==> src/rtl/m6809_uart_pkg.sv <==
// Shared constants and FSM encoding for the 6809 transmit-only UART.
// M6809_UART_TX_PARITY_EN adds the PARITY state between DATA and STOP.
package m6809_uart_pkg;

    localparam logic [1:0] REG_DATA   = 2'd0;
    localparam logic [1:0] REG_STATUS = 2'd1;
    localparam logic [1:0] REG_CTRL   = 2'd2;
    localparam logic [1:0] REG_DIV    = 2'd3;

    localparam int ST_BUSY  = 0;
    localparam int ST_FULL  = 1;
    localparam int ST_EMPTY = 2;
    localparam int ST_OVF   = 3;
    localparam int ST_IRQ   = 7;

    localparam int CTRL_EN = 0;
    localparam int CTRL_IE = 1;
    localparam int CTRL_PE = 2;

`ifdef M6809_UART_TX_PARITY_EN
    typedef enum logic [2:0] {S_IDLE, S_START, S_DATA, S_PARITY, S_STOP} uart_state_t;
`else
    typedef enum logic [1:0] {S_IDLE, S_START, S_DATA, S_STOP} uart_state_t;
`endif

endpackage

==> src/rtl/m6809_sync_fifo.sv <==
// Synchronous FIFO, head visible combinationally; push when full is dropped
// unless a pop happens in the same cycle. Pointers carry an extra wrap bit.
module m6809_sync_fifo #(
    parameter int WIDTH = 8,
    parameter int DEPTH = 4
) (
    input  logic             clk,
    input  logic             reset_b,
    input  logic             push,
    input  logic             pop,
    input  logic [WIDTH-1:0] wdata,
    output logic [WIDTH-1:0] rdata,
    output logic             full,
    output logic             empty
);

    localparam int AW = (DEPTH > 1) ? $clog2(DEPTH) : 1;
    localparam logic [AW:0] PTR_ONE = 1;

    logic [AW:0]      wr_q, rd_q;
    logic [WIDTH-1:0] mem_q [DEPTH];
    logic             do_push, do_pop;

    assign empty   = (wr_q == rd_q);
    assign full    = (wr_q[AW] != rd_q[AW]) && (wr_q[AW-1:0] == rd_q[AW-1:0]);
    assign do_pop  = pop && !empty;
    assign do_push = push && (!full || do_pop);
    assign rdata   = mem_q[rd_q[AW-1:0]];

    always_ff @(posedge clk or negedge reset_b) begin
        if (!reset_b) begin
            wr_q <= '0;
            rd_q <= '0;
            for (int i = 0; i < DEPTH; i++) mem_q[i] <= '0;
        end else begin
            if (do_push) begin
                mem_q[wr_q[AW-1:0]] <= wdata;
                wr_q <= wr_q + PTR_ONE;
            end
            if (do_pop) rd_q <= rd_q + PTR_ONE;
        end
    end

endmodule

==> src/rtl/m6809_uart.sv <==
// Memory-mapped 8N1 transmit UART: byte writes queue in a FIFO and pop one cycle later
// when idle and enabled; a full FIFO drops writes and sets OVF. Option: M6809_UART_TX_PARITY_EN.
module m6809_uart_tx
    import m6809_uart_pkg::*;
#(
    parameter int         FIFO_DEPTH  = 4,
    parameter logic [7:0] DEFAULT_DIV = 8'd15
) (
    input  logic       clk,
    input  logic       reset_b,
    input  logic       sel,
    input  logic [1:0] a,
    input  logic       data_rw_n,
    input  logic [7:0] din,
    output logic [7:0] dout,
    output logic       tx,
    output logic       irq_b
);

    uart_state_t state_q, state_d;
    logic [7:0]  shift_q, shift_d;
    logic [2:0]  bit_q, bit_d;
    logic [7:0]  baud_q, baud_d;
    logic [7:0]  div_q, div_d;
    logic [2:0]  ctrl_q, ctrl_d;
    logic        ovf_q, ovf_d;
    logic        tx_q, tx_d;
    logic        irq_b_q, irq_b_d;
    logic        par_q, par_d;

    logic       wr_en, push, pop, busy, tick;
    logic       fifo_full, fifo_empty;
    logic [7:0] fifo_rdata, status;

    assign wr_en = sel && !data_rw_n;
    assign push  = wr_en && (a == REG_DATA);
    assign busy  = (state_q != S_IDLE);
    assign tick  = (baud_q == 8'd0);
    assign tx    = tx_q;
    assign irq_b = irq_b_q;

    m6809_sync_fifo #(.WIDTH(8), .DEPTH(FIFO_DEPTH)) u_fifo (
        .clk     (clk),
        .reset_b (reset_b),
        .push    (push),
        .pop     (pop),
        .wdata   (din),
        .rdata   (fifo_rdata),
        .full    (fifo_full),
        .empty   (fifo_empty)
    );

    always_comb begin
        ctrl_d = ctrl_q;
        div_d  = div_q;
        ovf_d  = ovf_q;
        if (wr_en && a == REG_CTRL) begin
`ifdef M6809_UART_TX_PARITY_EN
            ctrl_d = din[2:0];
`else
            ctrl_d = {1'b0, din[1:0]};
`endif
        end
        if (wr_en && a == REG_DIV) div_d = din;
        // A pop in the same cycle frees the slot, so that push is not an overflow.
        if (push && fifo_full && !pop) ovf_d = 1'b1;
        else if (wr_en && a == REG_STATUS && din[ST_OVF]) ovf_d = 1'b0;
    end

    always_comb begin
        state_d = state_q;
        shift_d = shift_q;
        bit_d   = bit_q;
        baud_d  = tick ? div_q : baud_q - 8'd1;
        par_d   = par_q;
        pop     = 1'b0;
        case (state_q)
            S_IDLE: begin
                baud_d = baud_q;
                if (ctrl_q[CTRL_EN] && !fifo_empty) begin
                    pop     = 1'b1;
                    shift_d = fifo_rdata;
                    par_d   = ^fifo_rdata;
                    bit_d   = 3'd0;
                    baud_d  = div_q;
                    state_d = S_START;
                end
            end
            S_START: if (tick) state_d = S_DATA;
            S_DATA: if (tick) begin
                shift_d = {1'b0, shift_q[7:1]};
                bit_d   = bit_q + 3'd1;
                if (bit_q == 3'd7) begin
`ifdef M6809_UART_TX_PARITY_EN
                    state_d = ctrl_q[CTRL_PE] ? S_PARITY : S_STOP;
`else
                    state_d = S_STOP;
`endif
                end
            end
`ifdef M6809_UART_TX_PARITY_EN
            S_PARITY: if (tick) state_d = S_STOP;
`endif
            S_STOP: if (tick) state_d = S_IDLE;
            default: state_d = S_IDLE;
        endcase

        // tx is registered from the next state so it changes on the same edge as the FSM.
        case (state_d)
            S_START:  tx_d = 1'b0;
            S_DATA:   tx_d = shift_d[0];
`ifdef M6809_UART_TX_PARITY_EN
            S_PARITY: tx_d = par_d;
`endif
            default:  tx_d = 1'b1;
        endcase

        irq_b_d = ~(ctrl_q[CTRL_IE] && fifo_empty && !busy);
    end

    always_ff @(posedge clk or negedge reset_b) begin
        if (!reset_b) begin
            state_q <= S_IDLE;
            shift_q <= 8'd0;
            bit_q   <= 3'd0;
            baud_q  <= 8'd0;
            div_q   <= DEFAULT_DIV;
            ctrl_q  <= 3'd0;
            ovf_q   <= 1'b0;
            tx_q    <= 1'b1;
            irq_b_q <= 1'b1;
            par_q   <= 1'b0;
        end else begin
            state_q <= state_d;
            shift_q <= shift_d;
            bit_q   <= bit_d;
            baud_q  <= baud_d;
            div_q   <= div_d;
            ctrl_q  <= ctrl_d;
            ovf_q   <= ovf_d;
            tx_q    <= tx_d;
            irq_b_q <= irq_b_d;
            par_q   <= par_d;
        end
    end

    always_comb begin
        status           = 8'h00;
        status[ST_BUSY]  = busy;
        status[ST_FULL]  = fifo_full;
        status[ST_EMPTY] = fifo_empty;
        status[ST_OVF]   = ovf_q;
        status[ST_IRQ]   = ~irq_b_q;
        dout = 8'h00;
        if (sel) begin
            case (a)
                REG_STATUS: dout = status;
                REG_CTRL:   dout = {5'd0, ctrl_q};
                REG_DIV:    dout = div_q;
                default:    dout = 8'h00;
            endcase
        end
    end

endmodule
==> config.mk <==
export PLATFORM = sky130hd
export DESIGN_NAME = m6809_uart_tx
export DESIGN_NICKNAME = d
export VERILOG_FILES = /design/src/rtl/m6809_uart_pkg.sv /design/src/rtl/m6809_sync_fifo.sv /design/src/rtl/m6809_uart.sv
export SDC_FILE = /design/constraint.sdc
export NUM_CORES = 1
export LEC_CHECK = 0
export ABC_AREA = 1
export CORE_MARGIN = 10
export CORE_UTILIZATION = 46
export CTS_BUF_LIST = sky130_fd_sc_hd__clkbuf_8
export DETAILED_ROUTE_END_ITERATION = 10
export GPL_TIMING_DRIVEN = 0
export MAX_ROUTING_LAYER = met4
export SYNTH_ARGS = -nofsm -noshare
export SYNTH_HDL_FRONTEND = slang
export SYNTH_SLANG_ARGS = --single-unit
==> constraint.sdc <==
create_clock -name clk -period 2.25 [get_ports clk]
set_input_delay 0.3375 -clock clk [delete_from_list [all_inputs] [get_ports clk]]
set_output_delay 0.3375 -clock clk [all_outputs]
set_load 0.01 [all_outputs]
-- Yosys cells after proc, flatten, opt, wreduce, memory -nomap -nowiden
Index checks and enable logic that the tools add are counted.
- register bits: 72
- input bits: 14
- word-level logic and storage cells: 97
- order comparisons: 3
- mux-type cells: 28
- equality and inequality tests: 14
- add/sub/neg operators: 4
- bitwise gates (word level): 4
- reduce and logical (&&, ||, !) cells: 28
- operator list (operator ; count):
    2-to-1 mux 8 bit ; 9
    bitwise mux 32 bit ; 1
    case mux 8 bit (3 select lines) ; 1
    binary-select mux 8 bit (select 2 bit) ; 1
    demux 8 bit (select 2 bit) ; 1
    case mux 8 bit (2 select lines) ; 1
    logical AND 1 bit ; 15
    equality test 2 bit, second input constant ; 5
    2-to-1 mux 2 bit ; 5
    adder 3 x 1 -> 3 bit, second input constant ; 3
    zero test 8 bit ; 1
    case mux 2 bit (4 select lines) ; 1
    subtractor 8 x 1 -> 8 bit, second input constant ; 1
    equality test 2 x 1 -> 1 bit, second input constant ; 3
    >= comparator 3 bit, second input constant ; 2
    2-to-1 mux 3 bit ; 2
    inverter 2 -> 3 bit ; 2
    case mux 3 bit (2 select lines) ; 1
    nonzero test 2 bit ; 3
    zero test 1 bit ; 5
    zero test 2 bit ; 2
    2-to-1 mux 1 bit ; 4
    != test 2 bit, second input constant ; 2
    equality test 3 bit ; 1
    other kinds (8) ; 9

-- Logic depth before layout (Yosys ltp)
Gate-level depths: netlist of the first run.
- depth after elaboration: 8
- gate-level depth with buffers: 12
- mapped depth without buffers: 12

-- Modules after synthesis
Synthesis of the first run repeated with hierarchy kept, for this count alone.
- cell total of the unflattened synthesis: 470
- area total of the unflattened synthesis: 3863.7 um^2
- modules (own cells, without submodules) (module ; cells each ; area each (um^2) ; times used ; sequential area each (um^2)):
    m6809_sync_fifo ; 237 ; 1978.1 ; 1 ; 950.9
    m6809_uart_tx ; 233 ; 1885.6 ; 1 ; 858.3

-- Least setup slack after synthesis of the first run
Ideal clock, no wire load.
- kind: flip-flop to output port
- from: register u_fifo.rd_q[0]
- to: output dout[1]
- buffers on the path: 1
- required time: 1.913 ns
- stages on the path, launching flop included: 7
- path slack: 0.635 ns
- data arrival time: 1.277 ns
- cell sequence: dfrtp_1 -> buf_2 -> xnor2_1 -> nand2_1 -> nor2_4 -> nand2_1 -> a31oi_1
- word-level cells in the longest chain between the ends: 4
- ends and longest elaborated chain (item ; RTL line ; RTL):
    start: declaration ; m6809_sync_fifo.sv:20 ; logic [AW:0] wr_q, rd_q;
    start signal: assignment ; m6809_sync_fifo.sv:40 ; if (do_pop) rd_q <= rd_q + PTR_ONE;
    equality test 2 bit ; m6809_sync_fifo.sv:25 ; assign full = (wr_q[AW] != rd_q[AW]) && (wr_q[AW-1:0] == rd_q[AW-1:0]);
    logical AND 1 bit ; m6809_sync_fifo.sv:25 ;
    case mux 8 bit (3 select lines) ; m6809_uart.sv:156 ; case (a)
    2-to-1 mux 8 bit ; m6809_uart.sv:155 ; if (sel) begin
    end: declaration ; m6809_uart.sv:15 ; output logic [7:0] dout,
Every way passes these cells.

-- Worst setup path after layout of the first run
- from: register state_q[0]
- to: output dout[0]
- word-level cells in the longest chain between the ends: 3
- ends and longest elaborated chain (item ; RTL line ; RTL):
    start: declaration ; m6809_uart.sv:20 ; uart_state_t state_q, state_d;
    start signal: assignment ; m6809_uart.sv:134 ; state_q <= state_d;
    nonzero test 2 bit ; m6809_uart.sv:37 ; assign busy = (state_q != S_IDLE);
    case mux 8 bit (3 select lines) ; m6809_uart.sv:156 ;
    2-to-1 mux 8 bit ; m6809_uart.sv:155 ;
Every way passes these cells.

==> impl_metrics.ini, run 1 <==
[run_status]
status = finished, final reports clean

[timing]
slew_headroom_pct = 62.8
worst_pin_slew_ps = 557
fmax_mhz = 460
fin_crit_sh_pct = 96.6
hold-worst-slack_ps = 475
period_minus_slack_ps = 2170
clock_skew_ps = 11.3
finalMaxSlewViolations = 0
finalHoldViolations = 0
setup_violations = 0

[global_route]
grt_antenna_before_repair = 0
grt_first_pass_wirelength_mm = 14.1
grt_max_degree = 41
overflow = 0
grt_pass1_vias = 2885
grt_use_total_pct = 15.4

[critical_path]
cp.depth = 5
crit_slowest_cell = clkdlybuf4s50_1
reg2reg_to = u_fifo.mem_q[7]
cp_cell_sequence = nor2_4, nor2_1, a221oi_1, nor2_1, clkdlybuf4s50_1
cp_max_fo = 5
reg2reg_slack_ps = 450
slowest_delay_ps = 480
path_class = flip-flop to output port
critical_path.endpoint = dout[0]
r2r-start = u_fifo.rd_q[0]
cp_data_required_time_ps = 1910
cp_top_family = buffers and inverters
critPathBufInv = 1
cpMostUsedCell = nor2_1
cp.arrival_ps = 1840
crit_path_start = state_q[0]
endpoint_kind = output port
r2r_cells = 9
critPathLaunchType = flip-flop

[floorplanning]
coreArea_sq_mm = 0.00769
rows = 32
die_x_um = 109
dieArea_sq_mm = 0.0118
die_y_um = 109
initial_core_util_pct = 47.2
pin_count = 24

[synth]
syn_nets = 445
ys_types = 35
async_flop_share_pct = 100
ys_seq_area_share_pct = 49.9
synth_top_area_share_pct = 45.5
syn_inst = 422
synth-edff-count = 0
synth_ff_type = dfrtp_1
synth_area_sq_mm = 0.00363
synth_seq_cells = 72
yosysTopAreaCell = dfrtp_1
yosys_warnings = 0
netlist_top_cells_area = dfrtp_1, nand2_1, o21ai_0, dfstp_2, inv_1
synth_most_common_cell = nand2_1
avgSynthCellArea_sq_um = 8.60
synthTopCellsByCount = nand2_1, dfrtp_1, o21ai_0

[cells_and_area]
layout.cells.non_filler = 569
drive_above_1_share_pct = 14.3
stdcell_area_sq_mm = 0.00429
finish.utilization_pct = 55.8
antenna_cells = 0
area_growth_pct = 18.3
nNetsFinal = 485

[power]
powerDensity_mw_per_mm2 = 1260
ir_worst_vdd_mv = 0.568
power_mw = 5.42
cellLeakagePower_nw = 1.98

[placed_design]
dpl.cell_count = 548
dpl_cell_area_sq_mm = 0.00400
portBuffers = 23
dpl.hpwl_mm = 6.11
place_congestion = 0.843

[cts]
htreeDepth = 3
clock_path_buffers = 2
cts_inserted_buffers = 9
root_buffer = clkbuf_8
cts_tree = yes
insertion_delay_ps = 340
clk_pin_slew_ps = 80
cts.sink_count = 72

[worst_hold_path]
hp-class = input pin to async pin

[detailed_routing]
postRouteAntennaNets = 0
via_count = 2896
drt-total-wl_mm = 8.30
avgViaCountPerCell = 5.09
drc_errors = 0
first_iter_violations = 107
wl_per_cell_um = 14.6
drtPass1Iterations = 4

[job]
cap_violations = 0
## layer usage
metal	GRT usage, %	part of all wire (%)	wire (um)
met5	-	0	0
met3	2.77	3.3	271
met4	4.99	0.96	80
met1	19.5	48	3980
met2	24.5	48	3970
## placed cells by master, fill, tap and decap left out, types with 2 or more instances in the layout
cell,instances
clkinv_2,2
nor2_1,30
nor2_4,3
bufinv_16,3
dfstp_2,6
nand2_1,125
inv_2,6
dlygate4sd2_1,3
a21oi_1,3
inv_1,32
o21ai_0,37
o22ai_1,7
clkbuf_8,9
ha_1,9
xor2_1,5
o211ai_1,3
nand3_4,5
buf_6,4
nand4_1,2
dfrtp_1,64
o21ai_1,22
dfrtp_2,2
buf_4,5
nand3_1,22
a31oi_1,3
nor2_2,3
xnor2_1,3
clkbuf_1,3
buf_2,2
o21ai_2,10
clkdlybuf4s50_1,18
## worst min path at each step
stage | depth (start not counted) | end | from | slack, ps
after floorplan | 0 | baud_q[0] | reset_b | 40
after global placement | 2 | shift_q[2] | shift_q[2] | 460
after detailed placement | 1 | baud_q[0] | reset_b | 320
after CTS | 1 | irq_b | ctrl_q[1] | 480
after global routing | 2 | baud_q[0] | reset_b | 510
final | 2 | baud_q[0] | reset_b | 480
## cell type report
cell class | instances | area [sq um]
sequential | 72 | 1810
tap | 102 | 128
multi-input combinational | 302 | 1620
inverter | 38 | 143
buffer | 10 | 70.1
fill | 743 | 3390
timing repair buffer | 29 | 284
clock inverter | 7 | 111
clock buffer | 9 | 124
## worst reg2reg max path: cells and delay by family (launching register included)
kind | cells | cell delay (ps)
simple gates | 5 | 720
flops | 1 | 390
compound gates | 1 | 50
buf+inv | 2 | 400
xor+xnor | 1 | 160
## per-stage QoR
stage	TNS (ps)	worst slack [ps]
after floorplan	0	635
after detailed placement	-567	-116
final	0	77.1
after global placement	-123080	-1780
after CTS	0	12.6
after global routing	-2.64	-2.64
## logic make-up (layout without fill, tap and decap cells)
family | count (synthesis) | after routing | synth area share (%)
AOI/OAI and AO/OA | 87 | 87 | 13.8
xor gates and xnor gates | 9 | 9 | 2.17
adders and majority gates | 9 | 9 | 3.10
buffers and inverters | 48 | 93 | 5.86
DFF | 72 | 72 | 49.9
muxes | 1 | 1 | 0.310
and+or+nand+nor | 196 | 196 | 24.9
## repair_timing
action / in CTS / in global routing
setup buffers: 1 / 3
hold endpoints to repair: 31 / 0
hold buffers: 1 / 0
gates resized for setup: 8 / 2
pin swaps: 1 / 2
setup endpoints to repair: 7 / 2
## state kept, by name, summed over array words and instances, names as in the netlist
name	count
ctrl_q	2
state_q	2
div_q	8
bit_q	3
ovf_q	1
baud_q	8
u_fifo.rd_q	3
irq_b	1
u_fifo.mem_q	32
shift_q	8
tx	1
u_fifo.wr_q	3
## power by group
part	switching [mW]	internal, mW
Clock	0.497	0.729
Sequential	0.363	1.83
Combinational	1.18	0.820
Note: power is estimated with default switching activity, not from simulation.
==> run 2, diff against run 1 <==
CAP_MARGIN = 10   (was not set)
CTS_CLUSTER_SIZE = 16   (was not set)
==> results of run 2 <==
No change in the layout: final DEF, timing and power equal those of run 1.
